$ cat src/rtl/mc_main_ctrl_if.sv
// Controller <-> IR/ALU/datapath bundle: IR fields and ALU flags in, ALU op, enables and debug state out.
interface mc_main_ctrl_if #(
    parameter int ALUCTR_W = 4,
    parameter int STATE_W  = 4
);
    logic [5:0]          opcode;
    logic [5:0]          funct;
    logic [4:0]          rt;
    logic                ifzero;
    logic                ifgtz;
    logic                ifeqz;
    logic [ALUCTR_W-1:0] aluctr;
    logic                alusrc_b;
    logic [1:0]          extop;
    logic [1:0]          regdst;
    logic [1:0]          memtoreg;
    logic [1:0]          pcsrc;
    logic                pcwrite;
    logic                irwrite;
    logic                regwrite;
    logic                memwrite;
    logic                instr_done;
    logic [STATE_W-1:0]  state;

    modport master (
        input  opcode, funct, rt, ifzero, ifgtz, ifeqz,
        output aluctr, alusrc_b, extop, regdst, memtoreg, pcsrc,
               pcwrite, irwrite, regwrite, memwrite, instr_done, state
    );

    modport slave (
        output opcode, funct, rt, ifzero, ifgtz, ifeqz,
        input  aluctr, alusrc_b, extop, regdst, memtoreg, pcsrc,
               pcwrite, irwrite, regwrite, memwrite, instr_done, state
    );
endinterface

$ cat src/rtl/mc_main_ctrl.sv
// Multi-cycle FETCH/DECODE/EXEC/MEM/WB controller driving ALU op and datapath enables.
// Latency 2-5 cycles per instruction; outputs combinational from state + IR fields; no backpressure.
// Define REGIMM_BRANCH_EN to decode REGIMM bgez/bltz as branches.
module mc_main_ctrl #(
    parameter int ALUCTR_W = 4,
    parameter int STATE_W  = 4
) (
    input  logic           clk,
    input  logic           reset,
    mc_main_ctrl_if.master bus
);
    typedef enum logic [STATE_W-1:0] {
        FETCH  = 4'd0,  DECODE = 4'd1,  EXE_R  = 4'd2,  EXE_I  = 4'd3,
        MEM_AD = 4'd4,  MEM_RD = 4'd5,  MEM_WR = 4'd6,  WB_ALU = 4'd7,
        WB_MEM = 4'd8,  BRANCH = 4'd9,  JUMP   = 4'd10
    } state_t;

    localparam logic [ALUCTR_W-1:0] ALU_ADDU = ALUCTR_W'(0);
    localparam logic [ALUCTR_W-1:0] ALU_SUBU = ALUCTR_W'(1);
    localparam logic [ALUCTR_W-1:0] ALU_ORI  = ALUCTR_W'(2);
    localparam logic [ALUCTR_W-1:0] ALU_SRLV = ALUCTR_W'(3);

    localparam logic [5:0] OP_R    = 6'b000000, OP_ORI = 6'b001101, OP_LUI  = 6'b001111;
    localparam logic [5:0] OP_LW   = 6'b100011, OP_SW  = 6'b101011, OP_BEQ  = 6'b000100;
    localparam logic [5:0] OP_BNE  = 6'b000101, OP_BGTZ = 6'b000111, OP_BLEZ = 6'b000110;
    localparam logic [5:0] OP_J    = 6'b000010, OP_JAL = 6'b000011;
    localparam logic [5:0] F_ADDU  = 6'b100001, F_SUBU = 6'b100011, F_SRLV = 6'b000110;
    localparam logic [5:0] F_JR    = 6'b001000;

    state_t state_q, state_d;

    logic [ALUCTR_W-1:0] aluctr;
    logic                alusrc_b, pcwrite, irwrite, regwrite, memwrite, instr_done;
    logic [1:0]          extop, regdst, memtoreg, pcsrc;
    logic                is_r_alu, is_jr, is_jump, is_branch, regimm_br, taken;

`ifdef REGIMM_BRANCH_EN
    localparam logic [5:0] OP_REGIMM = 6'b000001;
    localparam logic [4:0] RT_BGEZ   = 5'b00001, RT_BLTZ = 5'b00000;
    assign regimm_br = (bus.opcode == OP_REGIMM) && (bus.rt == RT_BGEZ || bus.rt == RT_BLTZ);
`else
    logic unused_regimm;
    assign regimm_br     = 1'b0;
    assign unused_regimm = ^{bus.rt, bus.ifeqz};
`endif

    assign is_r_alu  = (bus.opcode == OP_R) &&
                       (bus.funct == F_ADDU || bus.funct == F_SUBU || bus.funct == F_SRLV);
    assign is_jr     = (bus.opcode == OP_R) && (bus.funct == F_JR);
    assign is_jump   = is_jr || bus.opcode == OP_J || bus.opcode == OP_JAL;
    assign is_branch = bus.opcode == OP_BEQ || bus.opcode == OP_BNE ||
                       bus.opcode == OP_BGTZ || bus.opcode == OP_BLEZ || regimm_br;

    // Only meaningful in BRANCH; every other state ignores the flags.
    always_comb begin
        taken = 1'b0;
        case (bus.opcode)
            OP_BEQ:    taken = bus.ifzero;
            OP_BNE:    taken = !bus.ifzero;
            OP_BGTZ:   taken = bus.ifgtz;
            OP_BLEZ:   taken = !bus.ifgtz;
`ifdef REGIMM_BRANCH_EN
            OP_REGIMM: taken = (bus.rt == RT_BGEZ) ? (bus.ifgtz | bus.ifeqz) : !(bus.ifgtz | bus.ifeqz);
`endif
            default:   taken = 1'b0;
        endcase
    end

    always_ff @(posedge clk) begin
        if (reset) state_q <= FETCH;
        else       state_q <= state_d;
    end

    always_comb begin
        state_d    = state_q;
        aluctr     = ALU_ADDU;
        alusrc_b   = 1'b0;
        extop      = 2'd0;
        regdst     = 2'd0;
        memtoreg   = 2'd0;
        pcsrc      = 2'd0;
        pcwrite    = 1'b0;
        irwrite    = 1'b0;
        regwrite   = 1'b0;
        memwrite   = 1'b0;
        instr_done = 1'b0;
        case (state_q)
            FETCH: begin
                irwrite = 1'b1;
                pcwrite = 1'b1;
                state_d = DECODE;
            end
            DECODE: begin
                if (is_r_alu)                                        state_d = EXE_R;
                else if (is_jump)                                    state_d = JUMP;
                else if (bus.opcode == OP_ORI || bus.opcode == OP_LUI) state_d = EXE_I;
                else if (bus.opcode == OP_LW || bus.opcode == OP_SW)   state_d = MEM_AD;
                else if (is_branch)                                  state_d = BRANCH;
                else begin
                    instr_done = 1'b1;
                    state_d    = FETCH;
                end
            end
            EXE_R: begin
                aluctr  = (bus.funct == F_SUBU) ? ALU_SUBU :
                          (bus.funct == F_SRLV) ? ALU_SRLV : ALU_ADDU;
                state_d = WB_ALU;
            end
            EXE_I: begin
                aluctr   = ALU_ORI;
                alusrc_b = 1'b1;
                extop    = (bus.opcode == OP_LUI) ? 2'd2 : 2'd0;
                state_d  = WB_ALU;
            end
            WB_ALU: begin
                regwrite   = 1'b1;
                regdst     = (bus.opcode == OP_R) ? 2'd1 : 2'd0;
                instr_done = 1'b1;
                state_d    = FETCH;
            end
            MEM_AD: begin
                alusrc_b = 1'b1;
                extop    = 2'd1;
                state_d  = (bus.opcode == OP_SW) ? MEM_WR : MEM_RD;
            end
            MEM_RD: state_d = WB_MEM;
            MEM_WR: begin
                memwrite   = 1'b1;
                instr_done = 1'b1;
                state_d    = FETCH;
            end
            WB_MEM: begin
                regwrite   = 1'b1;
                memtoreg   = 2'd1;
                instr_done = 1'b1;
                state_d    = FETCH;
            end
            BRANCH: begin
                aluctr     = ALU_SUBU;
                pcsrc      = 2'd1;
                pcwrite    = taken;
                instr_done = 1'b1;
                state_d    = FETCH;
            end
            JUMP: begin
                pcwrite    = 1'b1;
                instr_done = 1'b1;
                state_d    = FETCH;
                if (bus.opcode == OP_R) begin
                    pcsrc = 2'd3;
                end else begin
                    pcsrc = 2'd2;
                    if (bus.opcode == OP_JAL) begin
                        regwrite = 1'b1;
                        regdst   = 2'd2;
                        memtoreg = 2'd2;
                    end
                end
            end
            default: state_d = FETCH;
        endcase
        // Gate everything while reset is high so no partial write escapes mid-instruction.
        if (reset) begin
            aluctr     = ALU_ADDU;
            alusrc_b   = 1'b0;
            extop      = 2'd0;
            regdst     = 2'd0;
            memtoreg   = 2'd0;
            pcsrc      = 2'd0;
            pcwrite    = 1'b0;
            irwrite    = 1'b0;
            regwrite   = 1'b0;
            memwrite   = 1'b0;
            instr_done = 1'b0;
        end
    end

    assign bus.aluctr     = aluctr;
    assign bus.alusrc_b   = alusrc_b;
    assign bus.extop      = extop;
    assign bus.regdst     = regdst;
    assign bus.memtoreg   = memtoreg;
    assign bus.pcsrc      = pcsrc;
    assign bus.pcwrite    = pcwrite;
    assign bus.irwrite    = irwrite;
    assign bus.regwrite   = regwrite;
    assign bus.memwrite   = memwrite;
    assign bus.instr_done = instr_done;
    assign bus.state      = reset ? FETCH : state_q;
endmodule
$ cat src/flat_wrapper.sv
// flat-port wrapper written by rule: the top's interface ports become plain ports
module mc_main_ctrl_flat 
#(
    parameter int ALUCTR_W = 4,
    parameter int STATE_W  = 4
)
  (clk, reset, bus_opcode, bus_funct, bus_rt, bus_ifzero, bus_ifgtz, bus_ifeqz, bus_aluctr, bus_alusrc_b, bus_extop, bus_regdst, bus_memtoreg, bus_pcsrc, bus_pcwrite, bus_irwrite, bus_regwrite, bus_memwrite, bus_instr_done, bus_state);
  mc_main_ctrl_if #(.ALUCTR_W(ALUCTR_W), .STATE_W(STATE_W)) bus_i ();
  input  logic clk;
  input  logic reset;
  input wire logic [$bits(bus_i.opcode)-1:0] bus_opcode;
  input wire logic [$bits(bus_i.funct)-1:0] bus_funct;
  input wire logic [$bits(bus_i.rt)-1:0] bus_rt;
  input wire logic [$bits(bus_i.ifzero)-1:0] bus_ifzero;
  input wire logic [$bits(bus_i.ifgtz)-1:0] bus_ifgtz;
  input wire logic [$bits(bus_i.ifeqz)-1:0] bus_ifeqz;
  output wire logic [$bits(bus_i.aluctr)-1:0] bus_aluctr;
  output wire logic [$bits(bus_i.alusrc_b)-1:0] bus_alusrc_b;
  output wire logic [$bits(bus_i.extop)-1:0] bus_extop;
  output wire logic [$bits(bus_i.regdst)-1:0] bus_regdst;
  output wire logic [$bits(bus_i.memtoreg)-1:0] bus_memtoreg;
  output wire logic [$bits(bus_i.pcsrc)-1:0] bus_pcsrc;
  output wire logic [$bits(bus_i.pcwrite)-1:0] bus_pcwrite;
  output wire logic [$bits(bus_i.irwrite)-1:0] bus_irwrite;
  output wire logic [$bits(bus_i.regwrite)-1:0] bus_regwrite;
  output wire logic [$bits(bus_i.memwrite)-1:0] bus_memwrite;
  output wire logic [$bits(bus_i.instr_done)-1:0] bus_instr_done;
  output wire logic [$bits(bus_i.state)-1:0] bus_state;
  assign bus_i.opcode = bus_opcode;
  assign bus_i.funct = bus_funct;
  assign bus_i.rt = bus_rt;
  assign bus_i.ifzero = bus_ifzero;
  assign bus_i.ifgtz = bus_ifgtz;
  assign bus_i.ifeqz = bus_ifeqz;
  assign bus_aluctr = bus_i.aluctr;
  assign bus_alusrc_b = bus_i.alusrc_b;
  assign bus_extop = bus_i.extop;
  assign bus_regdst = bus_i.regdst;
  assign bus_memtoreg = bus_i.memtoreg;
  assign bus_pcsrc = bus_i.pcsrc;
  assign bus_pcwrite = bus_i.pcwrite;
  assign bus_irwrite = bus_i.irwrite;
  assign bus_regwrite = bus_i.regwrite;
  assign bus_memwrite = bus_i.memwrite;
  assign bus_instr_done = bus_i.instr_done;
  assign bus_state = bus_i.state;
  mc_main_ctrl #(.ALUCTR_W(ALUCTR_W), .STATE_W(STATE_W)) u_core (.clk(clk), .reset(reset), .bus(bus_i));
endmodule
$ cat config.mk
export PLATFORM = sky130hd
export DESIGN_NAME = mc_main_ctrl_flat
export DESIGN_NICKNAME = d
export VERILOG_FILES = /design/src/rtl/mc_main_ctrl_if.sv /design/src/rtl/mc_main_ctrl.sv /design/src/flat_wrapper.sv
export SDC_FILE = /design/constraint.sdc
export NUM_CORES = 1
export LEC_CHECK = 0
export ABC_AREA = 1
export BUFFER_PORTS_ARGS = -buffer_cell sky130_fd_sc_hd__buf_4
export CORE_UTILIZATION = 40
export CTS_CLUSTER_DIAMETER = 150
export CTS_CLUSTER_SIZE = 10
export DETAILED_ROUTE_END_ITERATION = 7
export GPL_ROUTABILITY_DRIVEN = 0
export GPL_TIMING_DRIVEN = 0
export HOLD_SLACK_MARGIN = 0.15
export PLACE_DENSITY = 0.79
export SYNTH_ARGS = -nofsm -noshare
export SYNTH_HDL_FRONTEND = slang
export SYNTH_SLANG_ARGS = --single-unit
$ cat constraint.sdc
create_clock -name clk -period 1.1 [get_ports clk]
set_input_delay 0 -clock clk [delete_from_list [all_inputs] [get_ports clk]]
set_output_delay 0 -clock clk [all_outputs]
set_load 0.02 [all_outputs]
## Yosys cells after proc, flatten, opt, wreduce, memory -nomap -nowiden

Cells that the tools add are included.

| cells by class | value |
|---|---|
| $add $sub $neg | 0 |
| multiply operators | 0 |
| divide/modulo/power cells | 0 |
| $lt $le $gt $ge | 0 |
| eq/ne operators | 24 |
| shift-type cells | 0 |
| muxes and demuxes | 45 |
| bitwise logic cells | 0 |
| reduce and logical (&&, ||, !) cells | 20 |

Operators with widths:

| kind | count |
|---|---|
| $mux W4 | 8 |
| $eq A6 B3 Y1 const B | 5 |
| $eq A6 B6 Y1 const B | 4 |
| $pmux W4 S5 | 1 |
| $eq A6 B4 Y1 const B | 3 |
| $mux W1 | 18 |
| $mux W2 | 9 |
| $eq A4 B3 Y1 const B | 4 |
| $pmux W2 S2 | 4 |
| $eq A4 B4 Y1 const B | 3 |
| $eq A6 B2 Y1 const B | 2 |
| $pmux W4 S3 | 1 |
| $logic_or A1 B1 Y1 | 9 |
| $eq A4 B2 Y1 const B | 2 |
| $reduce_or A2 Y1 | 4 |
| $logic_not A6 Y1 | 1 |
| $pmux W1 S2 | 3 |
| $reduce_or A5 Y1 | 1 |
| $eq A4 B1 Y1 const B | 1 |
| $logic_not A4 Y1 | 1 |
| $pmux W1 S4 | 1 |
| $logic_and A1 B1 Y1 | 2 |
| $logic_not A1 Y1 | 2 |

| storage, ports and cells | value |
|---|---|
| register bits after elaboration | 4 |
| bits in latches | 0 |
| memory bits (writable) | 0 |
| memory bits (read-only) | 0 |
| input port bits | 22 |
| word-level logic and storage cells | 90 |
| memories kept | 0 |

## Depth between registers and ports, before layout

Gate-level depths: netlist (run 1).

| logic depth | value |
|---|---|
| word-level depth | 11 |
| mapped depth | 8 |

## Worst setup path before layout (run 1)

Ideal clock, no wire load.

| timing | value |
|---|---|
| path type | register to output |
| start | register u_core.state_q[2] |
| end | output port bus_extop[1] |
| data arrival time | 1336 ps |
| data required time | 1100 ps |
| slack | -236 ps |
| cell stages (with the launch flop) | 4 |
| cells stage by stage | dfxtp_1 nor2_2 nand3_1 nor4_1 |

| between the ends | value |
|---|---|
| longest elaborated chain between the ends | 3 |
| elaborated cells on any way between the ends | 4 |
| classes of those cells | eq/ne (2); mux (2) |

Ends and longest elaborated chain:

| element | line | RTL |
|---|---|---|
| from (decl) | mc_main_ctrl.sv:30 | `state_t state_q, state_d;` |
| from (signal assigned) | mc_main_ctrl.sv:71 | `else state_q <= state_d;` |
| $eq A4 B3 Y1 / $eq A4 B2 Y1 (equally long branches) | mc_main_ctrl.sv:87 | `case (state_q)` |
| $pmux W2 S2 (*) | mc_main_ctrl.sv:87 |  |
| $mux W2 (*) | mc_main_ctrl.sv:163 | `if (reset) begin` |
| to (decl) | flat_wrapper.sv:19 | `output wire logic [$bits(bus_i.extop)-1:0] bus_extop;` |

Every way passes the cells marked *; elsewhere a longest branch is shown, timed or not.

## Final worst setup path (run 1)

| timing | value |
|---|---|
| start | register u_core.state_q[3] |
| end | output port bus_instr_done |

| between the ends | value |
|---|---|
| longest elaborated chain between the ends | 4 |
| elaborated cells on any way between the ends | 9 |
| classes of those cells | eq/ne (6); mux (2); reduce/logical (1) |

Ends and longest elaborated chain:

| element | line | RTL |
|---|---|---|
| $eq A4 B3 Y1 / $eq A4 B4 Y1 (equally long branches) | mc_main_ctrl.sv:87 |  |
| $reduce_or A5 Y1 (no source line) | n/a |  |
| $pmux W1 S2 (*) | mc_main_ctrl.sv:87 |  |
| $mux W1 (*) | mc_main_ctrl.sv:163 |  |
| to (decl) | flat_wrapper.sv:27 | `output wire logic [$bits(bus_i.instr_done)-1:0] bus_instr_done;` |

Marks and branches as above.

==> impl_metrics.py, run 1 <==
metrics = {
    "synth": {
        "synth_area_sq_um": 616,
        "ys_seq_area_frac": 0.130,
        "synth_warnings": 0,
        "synth_cell_type_count": 24,
        "synth_area_per_cell_sq_um": 5.22,
        "synthTopCellsByArea": "nor2_1, dfxtp_1, nand2_1",
        "synth_top_area_cell": "nor2_1",
        "syn_inst": 118,
        "synth-seq-cells": 4,
        "yosys.area.top_type_share": 0.183,
    },
    "die": {
        "start_util": 0.451,
        "core_sq_um": 1370,
        "rows": 13,
        "die_w_microns": 41.2,
        "die_area_sq_um": 1700,
        "pin_count": 44,
        "die_y_microns": 41.2,
    },
    "sta": {
        "setup_violations": 22,
        "fin_tns_setup_ns": -5.96,
        "slew_violations": 0,
        "hold_violations": 0,
        "setup_ws_ns": -0.462,
        "final.period_utilization": 1.42,
        "clock_skew_ns": 0.00805,
        "max_freq_ghz": 0.640,
        "fin_crit_ns": 1.56,
        "rsz0062_at_grt": "true",
    },
    "routing": {
        "wl_per_cell_microns": 20.6,
        "vias": 1219,
        "route.detailed.drc": 0,
        "drtIter0Drc": 114,
        "wirelength_microns": 3940,
        "drt_pass1_iterations": 5,
        "viasPerCell": 6.38,
        "drtAntennaViolNets": 0,
    },
    "placed_design": {
        "dp_cells": 169,
        "dp_hpwl_microns": 1580,
        "portBuffers": 35,
    },
    "global_route": {
        "grt_max_degree": 11,
        "grt-ovfl-total": 0,
        "grt_usage": 0.288,
        "grt_pass1_wl_microns": 3300,
        "grt_pass1_vias": 817,
        "antenna_found_initial": 0,
    },
    "clocking": {
        "numClockSinks": 4,
        "cts_buffer_depth": 2,
        "ctsHoldBuffers": 0,
        "cts.root.buffer_cell": "clkbuf_4",
        "cts_tree": "yes",
        "clkTransAtPathRegs_ns": 0.05,
        "clk_latency_ns": 0.25,
        "cts_buffers": 3,
        "h-tree-depth": 1,
    },
    "critical_path": {
        "r2r_start": "u_core.state_q[0]$_SDFF_PP0_",
        "crit_path_end_kind": "output port",
        "arrival_ns": 1.56,
        "start_kind": "flip-flop",
        "cp_max_fo": 3,
        "worstSetupStartpoint": "u_core.state_q[3]$_SDFF_PP0_",
        "required_ns": 1.10,
        "critical_path_class": "flip-flop to output port",
    },
    "outcome": {
        "status": "finished with violations",
        "violations": "negative setup slack",
    },
    "flow_run": {
        "cap_violations": 0,
    },
    "power": {
        "power_density_nw_per_um2": 605,
        "power_leakage_nw": 0.670,
        "p_total_w": 0.000788,
        "ir_drop_v": 0.000581,
    },
    "layout": {
        "syn_to_final_growth_pct": 112,
        "diodes": 0,
        "biggestRegsByFlops": "u_core.state_q: 4 flops",
        "stdcell_count": 191,
        "layout_commonest_cell": "buf_4",
        "final_cell_mix": "buf_4, nor2_1, buf_6",
        "regMostFlops": "u_core.state_q",
        "drive_above_1_share": 0.585,
        "largest_reg_flops": 4,
        "fin_nets": 200,
    },
    "worst_hold_path": {
        "hp-class": "input port to flip-flop",
        "min_from": "reset",
    },
}
cells by family after synthesis:
kind of cell,synth area share
xor+xnor,0.0142
compound gates,0.126
buf+inv,0.142
simple gates,0.581
flops,0.130
other cells,0.00609
where the power goes:
| group | leakage, nW | switching, W | internal (W) | total, W |
|---|---|---|---|---|
| clock | 0.0138 | 0.0000755 | 0.000123 | 0.000199 |
| combinational | 0.621 | 0.000236 | 0.000177 | 0.000414 |
| sequential | 0.0352 | 0.0000255 | 0.000151 | 0.000176 |
| total | 0.670 | 0.000337 | 0.000451 | 0.000788 |
synthesized netlist by cell type:
library cell	n
and3_1	2
buf_2	1
inv_1	12
nor4_1	1
dfxtp_1	4
nor2_2	4
buf_4	2
o31ai_1	1
a31oi_1	2
a21oi_1	8
nand4_1	4
and3_4	1
xor2_1	1
o21ai_0	2
nor3_1	1
conb_1	1
buf_1	1
nor2_4	2
inv_2	5
nand3_1	10
nand2_1	20
nor2_1	30
a21o_1	1
nand2_2	2
cell type report:
type,count,area [sq um]
flip-flops and latches,4,92.6
plain buffers,4,25.0
multi-input cells,94,602
well taps,15,18.8
inverters,17,81.3
clock buffers,3,22.5
fillers,38,62.6
repair buffers,54,462
stage by stage:
| stage | instance area, sq um | utilization | hold slack [ns] | worst slack, ns |
|---|---|---|---|---|
| 5_1_grt | 1300 | 0.954 | 0.214 | -0.519 |
| 2_1_floorplan | 636 | - | 0.0329 | -0.116 |
| 6_report | 1300 | 0.954 | 0.219 | -0.462 |
| 4_1_cts | 1120 | 0.821 | 0.163 | -0.308 |
| 3_5_place_dp | 917 | 0.671 | 0.278 | -0.154 |
| 3_3_place_gp | 917 | 0.671 | 0.275 | -0.134 |
path summary, 6_finish.rpt:
path,cells past startpoint,end,slack (ns)
min reg2reg,3,u_core.state_q[3]$_SDFF_PP0_,0.64
min,3,u_core.state_q[3]$_SDFF_PP0_,0.22
max reg2reg,9,u_core.state_q[2]$_SDFF_PP0_,-0.35
max,8,bus_instr_done,-0.46
metal layers:
metal | wire length (microns) | part of all wire | vias to the layer above | global-route usage
li1 | - | - | 491 | -
met1 | 1340 | 0.34 | 539 | 0.331
met2 | 1810 | 0.46 | 141 | 0.566
met3 | 482 | 0.12 | 48 | 0.0489
met4 | 310 | 0.079 | 0 | 0.0161
met5 | 0 | 0 | - | 0
critical path, stage by stage, from the launching register on:
cell and delay [ns]:
dfxtp_2 0.35, inv_4 0.10, nand2_4 0.08, nor3_1 0.22, inv_1 0.11, nand3_1 0.08
nor2_1 0.07, a21oi_2 0.15, buf_4 0.16
timing repair:
action                     in CTS  in global routing
gates resized for setup        28                 34
setup buffers                  13                  7
setup endpoints to repair      19                 21
pin swaps                      10                  7
(Power assumes the default switching activity.)
==> run 2, diff against run 1 <==
--- a/config.mk
+++ b/config.mk
@@ -5,16 +5,14 @@
 export SDC_FILE = /design/constraint.sdc
 export NUM_CORES = 1
 export LEC_CHECK = 0
-export ABC_AREA = 1
 export BUFFER_PORTS_ARGS = -buffer_cell sky130_fd_sc_hd__buf_4
-export CORE_UTILIZATION = 40
+export CORE_UTILIZATION = 41
 export CTS_CLUSTER_DIAMETER = 150
 export CTS_CLUSTER_SIZE = 10
 export DETAILED_ROUTE_END_ITERATION = 7
 export GPL_ROUTABILITY_DRIVEN = 0
-export GPL_TIMING_DRIVEN = 0
 export HOLD_SLACK_MARGIN = 0.15
-export PLACE_DENSITY = 0.79
+export PLACE_DENSITY = 0.78
 export SYNTH_ARGS = -nofsm -noshare
 export SYNTH_HDL_FRONTEND = slang
 export SYNTH_SLANG_ARGS = --single-unit
==> run 2 against run 1 <==
The run now fails in clock tree synthesis (4_1_cts). Synthesized cell count shrank 12%. Area after synthesis is 9.1% higher.
==> impl_metrics.py, run 2 <==
metrics = {
    "synth": {
        "synth_most_common_cell": "nor2_1",
        "synth_area_sq_um": 672,
        "synthFlopType": "dfxtp_1",
        "ys_seq_area_frac": 0.119,
        "syn_inst": 104,
        "async_flop_share": 0,
        "synth_area_per_cell_sq_um": 6.46,
        "yosys.area.top_type_share": 0.119,
        "synth_commonest_cells": "nor2_1, nor3_1, nand2_1, nor2b_1",
        "synth_warnings": 0,
        "synth_cell_type_count": 45,
        "synthTopCellsByArea": "dfxtp_1, nor3_1, nor2_1",
        "synth_top_area_cell": "dfxtp_1",
        "synth_edf_count": 0,
        "synth-seq-cells": 4,
    },
    "clocking": {
        "numClockSinks": 4,
        "cts_buffer_depth": 2,
        "ctsHoldBuffers": 0,
        "cts_setup_buffers": 7,
        "cts_buffers": 3,
        "h-tree-depth": 1,
        "cts_resized": 37,
        "cts.root.buffer_cell": "clkbuf_4",
    },
    "placed_design": {
        "portBuffers": 35,
        "place_area_sq_um": 1270,
        "dp_hpwl_microns": 2240,
        "dp_cells": 177,
    },
    "outcome": {
        "firstError": "[ERROR DPL-0033] detailed placement checks failed during check placement.",
        "lastStage": "clock tree synthesis (4_1_cts)",
        "status": "did not finish",
    },
    "die": {
        "start_util": 0.441,
        "rows": 14,
        "die_y_microns": 42.5,
        "pin_count": 44,
        "die_w_microns": 42.5,
    },
}
## run 2: stage by stage
step	setup TNS, ns	setup slack [ns]
3_3_place_gp	-2.80	-0.298
3_5_place_dp	-3.53	-0.341
2_1_floorplan	-1.34	-0.359
## run 2: cell families after synthesis
group,count (synthesis),share of synthesized area
AND/OR/NAND/NOR,62,0.525
XOR/XNOR,1,0.0130
flip-flops,4,0.119
AO/OA/AOI/OAI,25,0.263
other,1,0.00558
buffers and inverters,11,0.0745
==> run 3, diff against run 2 <==
--- a/config.mk
+++ b/config.mk
@@ -6,13 +6,11 @@
 export NUM_CORES = 1
 export LEC_CHECK = 0
 export BUFFER_PORTS_ARGS = -buffer_cell sky130_fd_sc_hd__buf_4
-export CORE_UTILIZATION = 41
-export CTS_CLUSTER_DIAMETER = 150
-export CTS_CLUSTER_SIZE = 10
+export CORE_AREA = 2 2 63 65
 export DETAILED_ROUTE_END_ITERATION = 7
+export DIE_AREA = 0 0 65 67
 export GPL_ROUTABILITY_DRIVEN = 0
-export HOLD_SLACK_MARGIN = 0.15
-export PLACE_DENSITY = 0.78
+export PLACE_DENSITY_LB_ADDON = 0.15
 export SYNTH_ARGS = -nofsm -noshare
 export SYNTH_HDL_FRONTEND = slang
 export SYNTH_SLANG_ARGS = --single-unit
==> run 3 against run 2 <==
The flow now finishes, with violations (negative setup slack). Synthesized cell count stayed put. Area after synthesis is the same.
==> impl_metrics.py, run 3 <==
metrics = {
    "worst_hold_path": {
        "hp-class": "input port to flip-flop",
    },
    "layout": {
        "syn_to_final_growth_pct": 155,
        "largest_reg_flops": 4,
        "drive_above_1_share": 0.724,
        "regMostFlops": "u_core.state_q",
        "biggestRegsByFlops": "u_core.state_q: 4 flops",
        "layout_commonest_cell": "buf_4",
        "diodes": 0,
        "fin_nets": 205,
        "final_area_sq_um": 1710,
        "final_cell_mix": "buf_4, buf_6, nand2_1, nor2_1",
    },
    "sta": {
        "setup_ws_ns": -0.515,
        "slew_violations": 0,
        "rsz0062_at_grt": "true",
        "clock_skew_ns": 0.00626,
        "hold_violations": 0,
        "max_freq_ghz": 0.619,
        "final.period_utilization": 1.47,
        "setup_violations": 21,
        "fin_crit_ns": 1.62,
        "whs_ns": 0.268,
        "fin_tns_setup_ns": -5.92,
    },
    "clocking": {
        "clk_latency_ns": 0.23,
        "cts.root.buffer_cell": "clkbuf_8",
        "numClockSinks": 4,
        "ctsHoldBuffers": 0,
        "h-tree-depth": 1,
        "cts_tree": "yes",
        "cts_buffers": 3,
        "cts_buffer_depth": 2,
        "clkTransAtPathRegs_ns": 0.03,
    },
    "die": {
        "start_util": 0.186,
        "pin_count": 44,
        "core_sq_um": 3610,
        "die_y_microns": 67,
        "die_area_sq_um": 4360,
        "rows": 22,
        "die_w_microns": 65,
    },
    "synth": {
        "synth_area_per_cell_sq_um": 6.46,
        "synth-compound-area-share": 0.263,
        "syn_inst": 104,
        "synth_area_sq_um": 672,
        "synth_most_common_cell": "nor2_1",
        "synthFlopType": "dfxtp_1",
        "synthTopCellsByArea": "dfxtp_1, nor3_1, nor2_1",
        "yosys.area.top_type_share": 0.119,
        "synth_edf_count": 0,
        "synthMuxAreaShare": 0,
        "synth-seq-cells": 4,
        "synth_xor_area_frac": 0.0130,
        "synth_top_area_cell": "dfxtp_1",
        "synth_cell_type_count": 45,
        "async_flop_share": 0,
        "synth_warnings": 0,
        "synth_commonest_cells": "nor2_1, nor3_1, nand2_1, nor2b_1",
        "ys_seq_area_frac": 0.119,
        "synth_top_family_by_area": "simple AND/OR/NAND/NOR gates",
        "yosys.area_share.simple": 0.525,
        "synthAdderAreaFrac": 0,
    },
    "global_route": {
        "grt_usage": 0.154,
        "grt_max_degree": 11,
        "grt-ovfl-total": 0,
        "antenna_found_initial": 0,
        "grt_pass1_wl_microns": 5180,
        "grt_pass1_vias": 1097,
    },
    "outcome": {
        "violations": "negative setup slack",
        "status": "finished with violations",
    },
    "critical_path": {
        "arrival_ns": 1.62,
        "critical_path_class": "flip-flop to output port",
        "required_ns": 1.10,
        "r2r_slack_ns": -0.41,
        "crit_path_end_kind": "output port",
        "cp_max_fo": 2,
        "start_kind": "flip-flop",
    },
    "placed_design": {
        "portBuffers": 35,
        "dp_hpwl_microns": 2290,
        "dp_slack_ns": -0.317,
        "place_area_sq_um": 1350,
    },
    "power": {
        "power_leakage_nw": 0.777,
        "ir_drop_v": 0.000447,
        "power_density_nw_per_um2": 545,
    },
    "routing": {
        "vias": 1056,
        "wirelength_microns": 3120,
        "drt_pass1_iterations": 5,
        "route.detailed.drc": 0,
        "wl_per_cell_microns": 13.6,
        "viasPerCell": 4.61,
        "drtAntennaViolNets": 0,
        "drtIter0Drc": 32,
    },
    "flow_run": {
        "cap_violations": 0,
    },
}
==> run 3: cell counts after synthesis <==
Identical to the previous run, type by type.
==> run 3: cell families after synthesis <==
logic type,count (synthesis)
and+or+nand+nor,62
AOI/OAI and AO/OA,25
buffers and inverters,11
DFF,4
xor gates and xnor gates,1
other,1
==> run 3: final cells by class <==
cell class	count	area [sq um]
flip-flops and latches	4	83.8
clock buffers	3	41.3
repair buffers	81	722
inverters	3	11.3
multi-input cells	90	793
fillers	363	1890
well taps	48	60.1
==> run 3: what timing repair did <==
item,in CTS,in global routing
setup buffers,10,4
setup endpoints to repair,21,23
resized for setup,43,16
pin swaps,12,5
==> run 3: critical path: stages, from the launching register on <==
cell and delay (ns):
dfxtp_2 0.31, or4b_4 0.53, a31oi_2 0.18, a21oi_2 0.07
nor3_2 0.13, buf_4 0.17
==> run 3: worst paths after layout <==
path,from,cells past startpoint,endpoint
worst max-delay path,u_core.state_q[1]$_SDFF_PP0_,5,bus_instr_done
worst max register to register,u_core.state_q[1]$_SDFF_PP0_,5,u_core.state_q[1]$_SDFF_PP0_
worst min register to register,u_core.state_q[2]$_SDFF_PP0_,3,u_core.state_q[1]$_SDFF_PP0_
worst min-delay path,reset,3,u_core.state_q[0]$_SDFF_PP0_
==> run 3: stage by stage <==
| step | utilization | power [W] | std cells |
|---|---|---|---|
| 5_1_grt | 0.475 | 0.000983 | 229 |
| 3_5_place_dp | 0.373 | 0.000492 | 214 |
| 4_1_cts | 0.455 | 0.000900 | 227 |
| 3_3_place_gp | 0.373 | 0.000492 | 214 |
| 6_report | 0.475 | 0.000932 | 229 |
| 2_1_floorplan | - | 0.000338 | 105 |
==> run 3: metal layers <==
metal,global-route usage,vias to the layer above,part of all wire
met4,0.0479,0,0.018
met1,0.188,493,0.42
met3,0.0287,5,0.046
li1,-,532,-
met2,0.272,26,0.52
met5,0,-,0
==> run 3: power breakdown <==
group	switching (W)	internal, W
logic	0.000215	0.000239
registers	0.00000407	0.000153
clock network	0.0000866	0.000234
